--- config.mk ---
export PLATFORM = sky130hd
export DESIGN_NAME = mod5_sched
export DESIGN_NICKNAME = d
export VERILOG_FILES = /design/src/rtl/mod5_pkg.sv /design/src/rtl/mod5_core.sv /design/src/rtl/mod5_sched.sv
export SDC_FILE = /design/constraint.sdc
export NUM_CORES = 1
export LEC_CHECK = 0
export CORE_MARGIN = 2
export CORE_UTILIZATION = 30
export DETAILED_ROUTE_END_ITERATION = 6
export GPL_ROUTABILITY_DRIVEN = 0
export PLACE_DENSITY = 0.51
export SLEW_MARGIN = 30
export SYNTH_ARGS = -nofsm -noshare
export SYNTH_HDL_FRONTEND = slang
export SYNTH_SLANG_ARGS = --single-unit
--- constraint.sdc ---
create_clock -name clk -period 2.3 [get_ports clk]
set_input_delay 0.46 -clock clk [delete_from_list [all_inputs] [get_ports clk]]
set_output_delay 0.46 -clock clk [all_outputs]
set_load 0.005 [all_outputs]
--- src/rtl/mod5_pkg.sv ---
// Shared types and constants for the mod-5 scheduler: FSM state encoding,
// word/residue widths and the residue update step.
package mod5_pkg;

  localparam int unsigned WORD_W  = 8;
  localparam int unsigned REM_W   = 3;
  localparam int unsigned DIVISOR = 5;

  typedef enum logic [1:0] {
    IDLE,
    SHIFT,
    DONE
  } state_t;

  // (2*r + b) mod DIVISOR; r < DIVISOR so a single conditional subtract suffices
  function automatic logic [REM_W-1:0] rem_step(input logic [REM_W-1:0] r,
                                                 input logic             b);
    logic [REM_W:0] t;
    t = {r, b};
    if (t >= (REM_W+1)'(DIVISOR)) t = t - (REM_W+1)'(DIVISOR);
    return t[REM_W-1:0];
  endfunction

endpackage

--- src/rtl/mod5_core.sv ---
// Serial residue engine: consumes one bit per enabled cycle, MSB first.
// Both outputs are registered, so bit_in never reaches div5 combinationally.
module mod5_core
  import mod5_pkg::*;
(
  input  logic             clk,
  input  logic             rst,
  input  logic             clr,
  input  logic             en,
  input  logic             bit_in,
  output logic [REM_W-1:0] rem,
  output logic             div5
);

  logic [REM_W-1:0] r_rem;
  logic             r_div5;
  logic [REM_W-1:0] w_next;

  assign w_next = rem_step(r_rem, bit_in);

  always_ff @(posedge clk) begin
    if (rst || clr) begin
      r_rem  <= '0;
      r_div5 <= 1'b1;
    end else if (en) begin
      r_rem  <= w_next;
      r_div5 <= (w_next == '0);
    end
  end

  assign rem  = r_rem;
  assign div5 = r_div5;

endmodule

--- src/rtl/mod5_sched.sv ---
// Two-requester round-robin front end that serializes an accepted word into
// mod5_core and reports its residue mod 5 with a one-cycle response pulse.
module mod5_sched
  import mod5_pkg::*;
(
  input  logic              clk,
  input  logic              rst,
  input  logic              req0_valid,
  input  logic [WORD_W-1:0] req0_data,
  input  logic              req1_valid,
  input  logic [WORD_W-1:0] req1_data,
  output logic              req0_ready,
  output logic              req1_ready,
  output logic              resp_valid,
  output logic              resp_id,
  output logic              resp_div5,
  output logic [REM_W-1:0]  resp_rem,
  output logic              busy
);

  state_t            r_state, w_state_nxt;
  logic [2:0]        r_cnt;
  logic [WORD_W-1:0] r_data;
  logic              r_id;
  logic              r_last_grant;
  logic              r_hold_id;
  logic [REM_W-1:0]  r_hold_rem;
  logic              r_hold_div5;

  logic              w_gnt0, w_gnt1, w_hs, w_done, w_bit;
  logic [REM_W-1:0]  w_rem;
  logic              w_div5;

  always_comb begin
    w_gnt0 = 1'b0;
    w_gnt1 = 1'b0;
    if (r_state == IDLE && !rst) begin
      if (req0_valid && req1_valid) begin
        if (r_last_grant) w_gnt0 = 1'b1;
        else              w_gnt1 = 1'b1;
      end else if (req0_valid) begin
        w_gnt0 = 1'b1;
      end else if (req1_valid) begin
        w_gnt1 = 1'b1;
      end
    end
  end

  assign w_hs = w_gnt0 | w_gnt1;

  always_comb begin
    w_state_nxt = r_state;
    case (r_state)
      IDLE:    if (w_hs) w_state_nxt = SHIFT;
      SHIFT:   if (r_cnt == 3'd7) w_state_nxt = DONE;
      DONE:    w_state_nxt = IDLE;
      default: w_state_nxt = IDLE;
    endcase
  end

  always_ff @(posedge clk) begin
    if (rst) r_state <= IDLE;
    else     r_state <= w_state_nxt;
  end

  always_ff @(posedge clk) begin
    if (rst) begin
      r_cnt        <= '0;
      r_data       <= '0;
      r_id         <= 1'b0;
      r_last_grant <= 1'b1;
      r_hold_id    <= 1'b0;
      r_hold_rem   <= '0;
      r_hold_div5  <= 1'b0;
    end else begin
      if (w_hs) begin
        r_data       <= w_gnt1 ? req1_data : req0_data;
        r_id         <= w_gnt1;
        r_last_grant <= w_gnt1;
        r_cnt        <= '0;
      end else if (r_state == SHIFT) begin
        r_cnt <= r_cnt + 3'd1;
      end
      if (r_state == DONE) begin
        r_hold_id   <= r_id;
        r_hold_rem  <= w_rem;
        r_hold_div5 <= w_div5;
      end
    end
  end

  // 7 - cnt on a 3-bit counter is its bitwise complement
  assign w_bit = r_data[~r_cnt];

  mod5_core u_core (
    .clk    (clk),
    .rst    (rst),
    .clr    (w_hs),
    .en     (r_state == SHIFT),
    .bit_in (w_bit),
    .rem    (w_rem),
    .div5   (w_div5)
  );

  // Response fields show live values in DONE and the captured copy otherwise
  assign w_done     = (r_state == DONE) && !rst;
  assign resp_valid = w_done;
  assign resp_id    = w_done ? r_id   : r_hold_id;
  assign resp_rem   = w_done ? w_rem  : r_hold_rem;
  assign resp_div5  = w_done ? w_div5 : r_hold_div5;
  assign busy       = (r_state != IDLE) && !rst;
  assign req0_ready = w_gnt0;
  assign req1_ready = w_gnt1;

endmodule

==> results by group <==
Global routing
  – Initial antenna violation count: 0
  – GR Overflow Total: 0
  – Largest net degree at the start of global routing: 18
  – First-pass GRT wire length: 4243 um
  – GRT Total Usage: 0.1197
  – Vias in the first global route: 987

Critical path
  – Startpoint Class: flip-flop
  – CP Data Arrival Time: 2.41 ns
  – Max incr delay on CP: 0.52 ns
  – R2R depth: 6
  – Reg-to-reg slack, setup: between 0.04 and 0.05 ns
  – Crit path cell chain: mux4_2 -> mux2i_4 -> ha_4 -> a311o_1 -> and3_1 -> a221o_1
  – CP max stage cell: mux4_2
  – Reg-to-Reg Start: r_cnt[1]
  – Crit path max fanout: 3
  – CP required: 2.46 ns
  – Reg2reg end: u_core.div5
  – CP Class: reg -> reg
  – Critical path capture point type: flip-flop

Routing
  – DRT iter0 DRCs: 40
  – Remaining antenna violation count: 0
  – Drt pass-1 iters: 4
  – Detailed-route wire length per cell: 11.39 um
  – Via Count: 1027
  – Vias per cell: 4.689
  – Final wirelength: 2494 um
  – Residual DRC: 0

Clocking
  – Number of CTS-inserted buffers: 3
  – H-tree levels: 1
  – Max Buffers Root-to-Sink: 2
  – Clk root buf: clkbuf_8
  – Clock sink total: 24
  – CTS clock-pin slew for the worst setup and hold paths: 0.08 ns
  – Worst-skew pair later-pin latency: 0.26 ns
  – TritonCTS clock tree: yes
  – Hold-fix buffers, CTS: 0

Hold path
  – Hold Crit Depth: 2
  – Worst Hold End: r_hold_rem[1]
  – Hold path start: r_hold_rem[1]
  – Worst min path class: reg -> reg

Power and ir drop
  – Total Power: around 950 uW
  – PD cells: 553.3 nW/um^2
  – Worst vdd ir: 0.2319 mV
  – Pleak: 0.8114 nW

STA
  – Worst-margin pin slew: 0.6411 ns
  – RSZ-0062 raised after global routing: yes
  – Setup ws final: 0.04513 ns
  – Fin. max-slew vios: 0
  – Peak Freq: 443.5 MHz
  – Tcrit/Tclk final: 0.9804
  – WHS: 0.4948 ns
  – Final Setup Violations: 0
  – Max-slew headroom: 0.5701
  – TNS Setup: 0 ns
  – Setup Skew: 0.004230 ns
  – Tmin final: 2.255 ns
  – Hold Fails Final Rpt: 0

Logic synthesis
  – Sequential fraction of the synthesis area: 0.3955
  – Synthesized instance count: 132
  – Syn avg cell area: roughly 9 um^2
  – Top cell type's share of synthesized area: 0.3955
  – Leading post-synthesis cells by cell area: dfxtp_1 (40%), mux2i_1 (9.1%), nor2_1 (7.1%), a211oi_1 (5.6%), mux2_2 (4.6%)
  – Area of the mapped netlist: roughly 1200 um^2
  – Syn_nets: 156
  – Netlist cell types: 27
  – Seq cells post-synth: 24
  – Syn. warnings: 0
  – Post-synthesis cell type with the largest combined area: dfxtp_1

Cells and area
  – P&R area growth vs syn: 40.99%
  – Multi-input gate area: 696.9 um^2
  – Diode count: 0
  – Nets: between 150 and 200
  – Non-Filler Instances: roughly 220
  – FF/Latch Area: 489.2 um^2
  – Final instance area: 1713 um^2
  – Number of fillers in the final layout: 389
  – Post-layout util: 0.4345
  – Share of cells above drive strength 1: 0.1953

Floorplan
  – Io pins: 29
  – Die width: 67.64 um
  – Core area: between 3000 and 4000 um^2
  – Initial core utilization: 0.3082
  – Row count: 23
  – Die ar.: about 4600 um^2
  – Die Ht: 67.64 um

Placement
  – Dpl cells: roughly 210
  – Hpwl dp: 1892 um
  – Dpl ws: -0.1925 ns
  – Placed cell area: approximately 1600 um^2
  – Port-buffer cells: 28

Run
  – MaxCap Viol Count: 0

Status
  – Status: complete, no violations
==> critical path: cells and delay by family (launching register included) <==
kind,cells,cell delay (ns)
mux,2,0.75
flops,1,0.37
compound gates,2,0.59
fa+ha+maj,1,0.24
simple gates,1,0.19
==> where the power goes <==
part	switching, mW	internal (mW)
Sequential	0.0215	0.441
Combinational	0.0902	0.110
Clock	0.131	0.153
==> cell type report <==
cell class | instances | area share
multi-input combinational | 94 | 0.4069
sequential | 24 | 0.2856
tap | 50 | 0.03652
clock buffer | 4 | 0.03214
timing repair buffer | 41 | 0.2257
inverter | 6 | 0.01315
==> how the worst max path moves through the flow <==
stage / depth (start not counted) / slack (ns) / to / startpoint
after floorplan: 6 / 0.01 / u_core.div5 / r_cnt[1]
after CTS: 5 / 0.001 / resp_div5 / r_state[0]
after global placement: 5 / -0.19 / resp_id / rst
final: 6 / 0.05 / u_core.div5 / r_cnt[1]
after global routing: 6 / -0.02 / u_core.div5 / r_cnt[1]
after detailed placement: 5 / -0.19 / resp_div5 / rst
==> per-layer routing <==
| metal | wire length, um | vias to the layer above | GRT usage | share of wire |
|---|---|---|---|---|
| met3 | 120 | 2 | 0.02167 | 0.048 |
| met5 | 0 | - | 0 | 0 |
| met4 | 16 | 0 | 0.02296 | 0.0064 |
| met2 | 1259 | 25 | 0.2267 | 0.50 |
| met1 | 1098 | 466 | 0.1389 | 0.44 |
| li1 | - | 534 | - | - |
==> registers in the layout, indices dropped and copies added (netlist names) <==
name and count:
r_cnt 3, r_data 8, r_hold_div5 1, r_hold_id 1, r_hold_rem 3, r_id 1, r_last_grant 1, r_state 2
u_core.div5 1, u_core.rem 3
==> synth_stat cells (all sizes together) <==
master   n
a211o    1
a211oi   9
a21oi    7
a221o    2
a311o    1
and3     2
and3b    1
buf      3
clkbuf   5
dfxtp   24
ha       4
inv      6
mux2     5
mux2i   12
mux4     2
nand2    7
nand2b   3
nand3    2
nor2    23
nor2b    3
nor3     2
o211ai   1
o21ai    3
o31ai    1
or2      1
xnor2    2
==> cells by family after synthesis <==
family,count (synthesis),share of synthesized area
XOR/XNOR,2,0.01442
adder cells (fa/ha/maj),4,0.04120
AO/OA/AOI/OAI,25,0.1411
buffers and inverters,14,0.04634
multiplexers,19,0.1988
flip-flops,24,0.3955
AND/OR/NAND/NOR,44,0.1627
==> placed cells by master (no fill, tap or decap), drive strengths merged, types with 3 or more instances in the layout <==
| cell type | netlist | layout |
|---|---|---|
| dlymetal6s2s | 0 | 4 |
| clkdlybuf4s50 | 0 | 23 |
| clkbuf | 5 | 4 |
| buf | 3 | 13 |
| dfxtp | 24 | 24 |
| inv | 6 | 6 |
| mux2 | 5 | 5 |
| a21oi | 7 | 7 |
| mux2i | 12 | 12 |
| o21ai | 3 | 3 |
| nand2b | 3 | 3 |
| a211oi | 9 | 9 |
| nor2 | 23 | 23 |
| nand2 | 7 | 7 |
| nor2b | 3 | 3 |
| ha | 4 | 4 |
==> what timing repair did <==
item	4_1_cts	5_1_grt
setup buffers	0	3
gates resized for setup	6	9
pin swaps	0	1
gates cloned	0	0
endpoints found under the setup margin	9	9
Note: power is estimated with default switching activity, not from simulation.
